**src/rtl/cp_remove.sv**
```systemverilog
// cp_remove: strips the cyclic prefix from an OFDM sample stream and forwards FFT_LEN useful samples per symbol
module cp_remove #(
  parameter int DW      = 18,
  parameter int FFT_LEN = 64,
  parameter int CP_LEN  = 16
) (
  input  logic          clk,
  input  logic          rst,
  input  logic [DW-1:0] din_real,
  input  logic [DW-1:0] din_imag,
  input  logic          din_valid,
  input  logic          sym_start,
  output logic [DW-1:0] dout_real,
  output logic [DW-1:0] dout_imag,
  output logic          dout_valid,
  output logic          dout_sop,
  output logic          dout_eop,
  output logic [7:0]    sym_idx,
  output logic          align_err
);
  localparam int CW = $clog2(FFT_LEN + 1);
  localparam logic [CW-1:0] CP_LAST  = CW'(CP_LEN - 1);
  localparam logic [CW-1:0] FFT_LAST = CW'(FFT_LEN - 1);
  typedef enum logic [1:0] {IDLE, CP, DATA} state_t;
  localparam state_t ST_START = (CP_LEN == 1) ? DATA : CP;
  localparam logic [CW-1:0] CNT_START = (CP_LEN == 1) ? '0 : CW'(1);
  state_t st, st_n;
  logic [CW-1:0] cnt, cnt_n;
  logic fwd, sop, eop, err;
  // A sym_start sample is always CP sample 0; it only counts as misaligned off the natural boundary.
  always_comb begin
    st_n  = st;
    cnt_n = cnt;
    fwd   = 1'b0;
    sop   = 1'b0;
    eop   = 1'b0;
    err   = 1'b0;
    if (din_valid) begin
      if (sym_start) begin
        st_n  = ST_START;
        cnt_n = CNT_START;
        err   = (st == DATA) || (st == CP && cnt != '0);
      end else if (st == CP) begin
        st_n  = (cnt == CP_LAST) ? DATA : CP;
        cnt_n = (cnt == CP_LAST) ? '0 : cnt + 1'b1;
      end else if (st == DATA) begin
        fwd   = 1'b1;
        sop   = (cnt == '0);
        eop   = (cnt == FFT_LAST);
        st_n  = eop ? CP : DATA;
        cnt_n = eop ? '0 : cnt + 1'b1;
      end
    end
  end
  always_ff @(posedge clk) begin
    if (rst) begin
      st         <= IDLE;
      cnt        <= '0;
      dout_real  <= '0;
      dout_imag  <= '0;
      dout_valid <= 1'b0;
      dout_sop   <= 1'b0;
      dout_eop   <= 1'b0;
      align_err  <= 1'b0;
      sym_idx    <= '0;
    end else begin
      st         <= st_n;
      cnt        <= cnt_n;
      dout_valid <= fwd;
      dout_sop   <= sop;
      dout_eop   <= eop;
      align_err  <= err;
      if (fwd) begin
        dout_real <= din_real;
        dout_imag <= din_imag;
      end
      if (eop) sym_idx <= sym_idx + 1'b1;
    end
  end
endmodule

```
**config.mk**
```make
export PLATFORM = sky130hd
export DESIGN_NAME = cp_remove
export DESIGN_NICKNAME = d
export VERILOG_FILES = /design/src/rtl/cp_remove.sv
export SDC_FILE = /design/constraint.sdc
export NUM_CORES = 1
export LEC_CHECK = 0
export BUFFER_PORTS_ARGS = -buffer_cell sky130_fd_sc_hd__clkbuf_2
export CAP_MARGIN = 40
export CORE_MARGIN = 3
export CORE_UTILIZATION = 30
export DETAILED_ROUTE_END_ITERATION = 8
export GPL_TIMING_DRIVEN = 0
export PLACE_DENSITY = 0.64
export SYNTH_ARGS = -nofsm -noshare
export SYNTH_HDL_FRONTEND = slang
export SYNTH_SLANG_ARGS = --single-unit
export TNS_END_PERCENT = 20
```
**constraint.sdc**
```tcl
create_clock -name clk -period 4.8 [get_ports clk]
set_input_delay 1.2 -clock clk [delete_from_list [all_inputs] [get_ports clk]]
set_output_delay 1.2 -clock clk [all_outputs]
set_load 0.005 [all_outputs]
```
==> impl_metrics.tcl, run 1 <==
set metrics [dict create \
    ctsHoldBuffers 0 \
    drc_errors 0 \
    path_clk_slew_ns 0.06 \
    fillerInstances 806 \
    fmax_mhz 404 \
    layout_common_cells "clkbuf_2 (87), nand2_1 (76), dfxtp_1 (57)" \
    fin_cells 478 \
    setup_viol 0 \
    cp_max_fo 10 \
    antenna_left 0 \
    end_kind "flip-flop" \
    clock-root-buffer "clkbuf_8" \
    p_leak_nw 1.30 \
    reg2reg_depth 5 \
    min_period_ns 2.47 \
    crit_arrival_ns 2.73 \
    coreArea_mm2 0.00741 \
    rows 31 \
    synth.avg_cell_area_um2 8.42 \
    slew_headroom_pct 61.6 \
    overflow 0 \
    drive_gt1_share_pct 29.3 \
    finalHoldViolations 0 \
    finalNetCount 418 \
    pin_count 88 \
    num_vias 2241 \
    cts_max_level 3 \
    startpoint_type "input pin" \
    ys_seq_area_share_pct 48.8 \
    grt_pass1_vias 2127 \
    areaGrowthSynthToFinish_pct 32.0 \
    grt.total_usage_pct 14.2 \
    outcome "completed" \
    synthFlopType "dfxtp_1" \
    cts_buffers 9 \
    avgViaCountPerCell 4.69 \
    wl_um 6060 \
    final_common_cell "clkbuf_2" \
    die_y_um 94.3 \
    reg2reg_slack_ns 2.74 \
    async_reset_ff_share_pct 0 \
    worstPathRequired_ns 5.06 \
    io_buffers 86 \
    post_cts_buffers 0 \
    crit_end "sym_idx[6]" \
    slew_violations 0 \
    ys_seq_elements 57 \
    die_x_um 94.3 \
    die_area_mm2 0.00889 \
    synth_nets 321 \
    synth_edf_count 0 \
    total_power_w 0.000986 \
    netlist_area_mm2 0.00234 \
    grt_first_pass_wirelength_um 9760 \
    diodes 0 \
    wire_per_inst_um 12.7 \
    drt_iter0_markers 135 \
    dp.final_hpwl_um 4450 \
    power_density_mw_per_mm2 319 \
    cts-resized-gates 0 \
    reg2reg_from "cnt[0]" \
    dp_cells 463 \
    clkLatencyLatePin_ns 0.33 \
    dr.pass1.iters 4 \
    ys_warn_count 0 \
    fin_setup_tns_ns 0 \
    post-route-period-util_pct 51.5 \
    rsz0062_at_grt "false" \
    whs_ns 0.454 \
    clockBufferDepth 2 \
    hp-class "reg -> reg" \
    worst_pin_slew_ns 0.577 \
    start_util_pct 31.6 \
    globalplace.congestion 0.869 \
    cts.sinks 57 \
    crit_start "sym_start" \
    grt_antenna_before_repair 0 \
    final.setup_skew_ns 0.00733 \
    drv_cap 0 \
    synth_cell_types 42 \
    synth_cells 278 \
    grt_max_degree 11 \
    path_class "in -> reg" \
    r2r_end "sym_idx[5]" \
    cts_tree "yes" \
    peakVddDrop_mv 0.133 \
]
-- layout make-up --
type                       instances  area, µm²  share of cell area [%]
sequential                        57       1140                    36.9
tap                               99        124                    4.01
inverter                           5       18.8                   0.608
multi-input combinational        196       1080                    35.1
timing repair buffer              86        430                    13.9
clock inverter                     3       40.0                    1.30
clock buffer                      12        155                    5.02
buffer                            20       95.1                    3.08
-- where the power goes --
| group | internal [W] | switching, W | leakage, nW |
|---|---|---|---|
| clock network | 0.000264 | 0.000183 | 0.102 |
| registers | 0.000477 | 0.00000280 | 0.460 |
| logic | 0.0000268 | 0.0000325 | 0.734 |
| total | 0.000768 | 0.000218 | 1.30 |
-- registers in the layout, summed over array words and instances, names as in the netlist --
register,count
dout_eop,1
dout_sop,1
dout_valid,1
sym_idx,8
dout_real,18
cnt,7
align_err,1
dout_imag,18
st,2
-- through the flow --
stage / area (µm²) / util [%] / setup WS, ns
2_1_floorplan: 2340 / - / 2.29
3_3_place_gp: 2890 / 39.1 / 2.01
3_5_place_dp: 2890 / 39.1 / 1.96
4_1_cts: 3090 / 41.7 / 2.30
5_1_grt: 3090 / 41.7 / 2.14
6_report: 3090 / 41.7 / 2.33
-- cells in the mapped netlist, drive strengths merged (4+ instances only) --
library cell  count  area [µm²]
or3               5        31.3
nor3              4        20.0
nand2            76         285
a21oi            43         215
clkbuf           11        42.5
o21ai             7        35.0
dfxtp            57        1140
buf               9        52.5
xor2              4        35.0
a211oi            6        45.0
nor2              7        26.3
inv               5        18.8
-- worst max-delay path, stage by stage --
cell and delay [ns]:
clkbuf_2 0.09, clkbuf_1 0.21, and4bb_2 0.34, buf_2 0.24, nand4_1 0.18, or3_1 0.34
a21oi_1 0.13
-- how the worst min path moves through the flow --
stage,start,end,slack [ns],cells after the start
after floorplan,dout_imag[0],dout_imag[0],0.45,2
after global placement,dout_imag[12],dout_imag[12],0.44,2
after detailed placement,dout_imag[1],dout_imag[1],0.45,2
after CTS,dout_imag[1],dout_imag[1],0.46,2
after global routing,dout_imag[8],dout_imag[8],0.48,2
final,dout_imag[12],dout_imag[12],0.45,2
-- routing by layer --
| metal | vias up | global-route usage [%] | routed length (µm) |
|---|---|---|---|
| li1 | 1144 | - | - |
| met1 | 1002 | 17.8 | 2810 |
| met2 | 80 | 22.0 | 2620 |
| met3 | 15 | 3.37 | 467 |
| met4 | 0 | 8.18 | 165 |
| met5 | - | 0 | 0 |
-- cells by family (layout without fill, tap and decap cells) --
| group | count (synthesis) | in the layout | synth area share [%] |
|---|---|---|---|
| adders and majority gates | 3 | 3 | 1.60 |
| buffers and inverters | 25 | 126 | 4.87 |
| xor gates and xnor gates | 7 | 7 | 2.62 |
| DFF | 57 | 57 | 48.8 |
| AOI/OAI and AO/OA | 68 | 68 | 16.7 |
| muxes | 3 | 3 | 1.28 |
| and+or+nand+nor | 115 | 115 | 24.1 |
Note: power is estimated with default switching activity, not from simulation.
==> inputs of run 2 (changes only) <==
--- a/config.mk
+++ b/config.mk
@@ -11,7 +11,7 @@
 export CORE_UTILIZATION = 30
 export DETAILED_ROUTE_END_ITERATION = 8
 export GPL_TIMING_DRIVEN = 0
-export PLACE_DENSITY = 0.64
+export PLACE_DENSITY = 0.66
 export SYNTH_ARGS = -nofsm -noshare
 export SYNTH_HDL_FRONTEND = slang
 export SYNTH_SLANG_ARGS = --single-unit
==> constraint.sdc (replaced) <==
create_clock -name clk -period 2 [get_ports clk]
set_input_delay 0.5 -clock clk [delete_from_list [all_inputs] [get_ports clk]]
set_output_delay 0.5 -clock clk [all_outputs]
set_load 0.005 [all_outputs]
==> impl_metrics.tcl, run 2 (synthesis results as in run 1) <==
set metrics [dict create \
    outcome "completed" \
    slew_violations 0 \
    peakVddDrop_mv 0.379 \
    worst_pin_slew_ns 0.539 \
    cp_max_fo 8 \
    fmax_mhz 531 \
    grt.total_usage_pct 13.7 \
    worst_path_max_delay_cell "or4_4" \
    path_clk_slew_ns 0.07 \
    die_x_um 94.3 \
    ctsHoldBuffers 0 \
    hp-class "in -> reg" \
    antenna_left 0 \
    diodes 0 \
    dr.pass1.iters 4 \
    start_util_pct 31.6 \
    crit_start "cnt[1]" \
    post-route-util_pct 41.6 \
    drc_errors 0 \
    io_buffers 86 \
    reg2reg_depth 5 \
    num_vias 2233 \
    crit_chain "ha_4, nand4b_4, or4_4, or3_1, a21oi_1" \
    power_density_mw_per_mm2 714 \
    clock-root-buffer "clkbuf_8" \
    clkLatencyLatePin_ns 0.33 \
    startpoint_type "flip-flop" \
    globalplace.congestion 0.827 \
    drive_gt1_share_pct 30.5 \
    slew_headroom_pct 64.0 \
    finalNetCount 418 \
    pin_count 88 \
    drv_cap 0 \
    wire_per_inst_um 12.4 \
    cts_max_level 3 \
    die_area_mm2 0.00889 \
    grt_first_pass_wirelength_um 9550 \
    wl_um 5920 \
    fillerInstances 780 \
    total_power_w 0.00220 \
    post_cts_buffers 0 \
    cts.sinks 57 \
    path_class "reg -> reg" \
    worst_path_largest_cell_delay_ns 0.61 \
    die_y_um 94.3 \
    end_kind "flip-flop" \
    cts_tree "yes" \
    reg2reg_slack_ns 0.12 \
    p_leak_nw 1.28 \
    avgViaCountPerCell 4.66 \
    rsz0062_at_grt "false" \
    final.setup_skew_ns 0.00814 \
    cts-resized-gates 0 \
    coreArea_mm2 0.00741 \
    layout_common_cells "clkbuf_2 (88), nand2_1 (76), dfxtp_1 (56)" \
    crit_end "sym_idx[5]" \
    reg2reg_from "cnt[1]" \
    grt_max_degree 12 \
    dp.final_hpwl_um 4540 \
    r2r_end "sym_idx[5]" \
    drt_iter0_markers 149 \
    post-route-period-util_pct 94.1 \
    final_common_cell "clkbuf_2" \
    crit_arrival_ns 2.14 \
    grt_pass1_vias 2081 \
    worstPathRequired_ns 2.26 \
    largest_registers "dout_imag (18), dout_real (18), sym_idx (8)" \
    grt_antenna_before_repair 0 \
    overflow 0 \
    clockBufferDepth 2 \
    setup_viol 0 \
    min_period_ns 1.88 \
    areaGrowthSynthToFinish_pct 31.7 \
    finalHoldViolations 0 \
    cts_buffers 9 \
    rows 31 \
]
run 2: cell count changes in the layout (fill, tap and decap cells not counted), sizes merged:
cell,change
bufinv,-1
clkbuf,-3
clkinv,+3
clkinvlp,+2
run 2: power by group:
| group | leakage (nW) | total (W) | switching (W) | internal (W) |
|---|---|---|---|---|
| Sequential | 0.460 | 0.00115 | 0.00000748 | 0.00115 |
| Combinational | 0.735 | 0.000141 | 0.0000763 | 0.0000643 |
| Clock | 0.0850 | 0.000906 | 0.000462 | 0.000445 |
run 2: layout make-up:
class,instances,area [µm²],share of cell area (%)
Sequential cell,57,1140,37.1
Multi-Input combinational cell,196,1100,35.6
Timing Repair Buffer,86,430,14.0
Clock buffer,9,124,4.02
Tap cell,99,124,4.02
Buffer,20,96.3,3.13
Clock inverter,7,47.5,1.54
Inverter,5,18.8,0.609
run 2: worst max-delay path: cells and delay by family (launching register included):
kind / cells / cell delay (ns)
compound gates: 1 / 0.14
fa+ha+maj: 1 / 0.19
flops: 1 / 0.40
simple gates: 3 / 1.09
run 2: routing by layer:
| metal | vias up | GRT usage, % | part of all wire [%] |
|---|---|---|---|
| met1 | 1002 | 17.6 | 45 |
| met4 | 0 | 5.29 | 1.5 |
| met2 | 76 | 21.2 | 45 |
| met5 | - | 0 | 0 |
| li1 | 1144 | - | - |
| met3 | 11 | 4.89 | 7.9 |
run 2: metrics by stage:
| step | std cells | TNS, ns | worst slack [ns] | instance area, µm² | hold WS (ns) |
|---|---|---|---|---|---|
| after floorplan | 278 | 0 | 0.185 | 2340 | 0.453 |
| after global placement | 463 | -1.03 | -0.119 | 2890 | 0.442 |
| after detailed placement | 463 | -1.79 | -0.151 | 2890 | 0.447 |
| after CTS | 479 | 0 | 0.00749 | 3070 | 0.359 |
| after global routing | 479 | 0 | 0.0118 | 3080 | 0.366 |
| final | 479 | 0 | 0.118 | 3080 | 0.383 |
run 2: worst min-delay path by stage:
stage	startpoint	end	slack, ns	depth (start not counted)
final	din_imag[13]	dout_imag[13]	0.38	3
after global routing	din_imag[11]	dout_imag[11]	0.37	3
after CTS	din_imag[0]	dout_imag[0]	0.36	3
after detailed placement	dout_imag[2]	dout_imag[2]	0.45	2
after global placement	dout_real[9]	dout_real[9]	0.44	2
after floorplan	dout_imag[0]	dout_imag[0]	0.45	2
==> inputs of run 3 (changes only) <==
--- a/config.mk
+++ b/config.mk
@@ -11,7 +11,7 @@
 export CORE_UTILIZATION = 30
 export DETAILED_ROUTE_END_ITERATION = 8
 export GPL_TIMING_DRIVEN = 0
-export PLACE_DENSITY = 0.66
+export PLACE_DENSITY = 0.61
 export SYNTH_ARGS = -nofsm -noshare
 export SYNTH_HDL_FRONTEND = slang
 export SYNTH_SLANG_ARGS = --single-unit
==> impl_metrics.tcl, run 3 (synthesis results as in run 1) <==
set metrics [dict create \
    p_switching_w 0.000512 \
    peakVddDrop_mv 0.404 \
    finalHoldViolations 0 \
    p_leak_nw 1.30 \
    dr.pass1.iters 4 \
    path_class "reg -> reg" \
    dp.final_hpwl_um 4450 \
    num_vias 2181 \
    highest_layer "met4" \
    p_sw_share_pct 21.7 \
    clkPwrFrac_pct 44.9 \
    largest_registers "dout_imag (18), dout_real (18), sym_idx (8)" \
    startpoint_type "flip-flop" \
    clkLatencyLatePin_ns 0.32 \
    rows 31 \
    diodes 0 \
    cts_max_level 3 \
    start_util_pct 31.6 \
    cts.sinks 57 \
    hp-class "in -> reg" \
    wl_um 6100 \
    crit_arrival_ns 2.11 \
    post-route-util_pct 41.9 \
    grt_antenna_before_repair 0 \
    slew_violations 0 \
    hp-start "din_imag[4]" \
    avgViaCountPerCell 4.56 \
    min_period_ns 1.86 \
    overflow 0 \
    die_area_mm2 0.00889 \
    globalplace.congestion 0.858 \
    ctsHoldBuffers 0 \
    seq_power_share_pct 49.0 \
    worstPathRequired_ns 2.25 \
    drc_errors 0 \
    dr_wl_met2_um 2690 \
    pin_count 88 \
    areaGrowthSynthToFinish_pct 32.7 \
    reg2reg_slack_ns 0.14 \
    power_density_mw_per_mm2 759 \
    wire_per_inst_um 12.8 \
    io_buffers 86 \
    met3_length_um 469 \
    clock-root-buffer "clkbuf_8" \
    clockBufferDepth 2 \
    slew_headroom_pct 62.9 \
    grt_pass1_vias 2075 \
    drive_gt1_share_pct 30.3 \
    die_y_um 94.3 \
    cts_buffers 9 \
    reg2reg_depth 6 \
    min_path_cells 3 \
    wl_met1_um 2830 \
    reg2reg_from "st[1]" \
    worst_pin_slew_ns 0.557 \
    drv_cap 0 \
    p_int_w 0.00184 \
    dp_cells 463 \
    coreArea_mm2 0.00741 \
    layout_common_cells "clkbuf_2 (88), nand2_1 (76), dfxtp_1 (55)" \
    cp_max_fo 9 \
    fin_cells 478 \
    rsz0062_at_grt "false" \
    final.setup_skew_ns 0.00300 \
    finalNetCount 418 \
    final_common_cell "clkbuf_2" \
    fmax_mhz 539 \
    grt_max_degree 11 \
    path_clk_slew_ns 0.06 \
    r2r_end "sym_idx[3]" \
    post-route-period-util_pct 92.8 \
    fillerInstances 785 \
    end_kind "flip-flop" \
    hold_end "dout_imag[4]" \
    grt.total_usage_pct 14.4 \
    drt_iter0_markers 87 \
    total_power_w 0.00236 \
    grt_first_pass_wirelength_um 9850 \
    antenna_left 0 \
    cts_tree "yes" \
    combPwrFrac_pct 6.1 \
    die_x_um 94.3 \
    outcome "completed" \
    setup_viol 0 \
]
-- run 3: worst max path at each step --
stage	slack, ns	startpoint	to	cells past startpoint
finish	0.14	st[1]	sym_idx[3]	6
global route	0.02	st[1]	sym_idx[3]	6
CTS	0.008	cnt[0]	sym_idx[3]	5
detailed placement	-0.13	sym_start	dout_real[4]	7
global placement	-0.12	sym_start	sym_idx[6]	7
floorplan	0.19	sym_start	sym_idx[5]	5
-- run 3: critical path: stages, from the launching register on --
cell and delay (ns):
dfxtp_1 0.30, clkbuf_2 0.22, nand4bb_4 0.13, buf_6 0.15, or4_4 0.52, or3_1 0.33, a21oi_1 0.14
-- run 3: cell type report --
cell class | instances | area [µm²] | share of cell area (%)
multi-input cells | 196 | 1100 | 35.3
inverters | 5 | 18.8 | 0.604
clock buffers | 12 | 155 | 5.00
well taps | 99 | 124 | 3.99
clock inverters | 3 | 40.0 | 1.29
repair buffers | 86 | 430 | 13.9
flip-flops and latches | 57 | 1140 | 36.8
plain buffers | 20 | 96.3 | 3.10
-- run 3: metal layers --
layer  track usage, %  vias up
met3             4.17        8
met1             18.3      968
met4             7.82        0
met2             21.7       70
li1                 -     1135
met5                0        -
-- run 3: through the flow --
| step | area, µm² | TNS [ns] | setup WS [ns] | hold WS (ns) |
|---|---|---|---|---|
| floorplan | 2340 | 0 | 0.185 | 0.453 |
| global placement | 2890 | -1.66 | -0.115 | 0.442 |
| detailed placement | 2890 | -2.36 | -0.132 | 0.449 |
| CTS | 3090 | 0 | 0.00755 | 0.372 |
| global route | 3110 | 0 | 0.0206 | 0.377 |
| finish | 3110 | 0 | 0.145 | 0.392 |
-- run 3: power groups by stage --
stage / Combinational [W] / Sequential [W] / Clock, W
floorplan: 0.0000772 / 0.00118 / 0
global placement: 0.000144 / 0.00118 / 0
detailed placement: 0.000144 / 0.00118 / 0
CTS: 0.000145 / 0.00115 / 0.00110
global route: 0.000162 / 0.00115 / 0.00116
finish: 0.000144 / 0.00115 / 0.00106
-- run 3: what timing repair did --
action,4_1_cts,5_1_grt
setup endpoints to repair,3,10
pin swaps,0,1
setup buffers,0,0
hold endpoints to repair,0,0
gates resized for setup,1,5
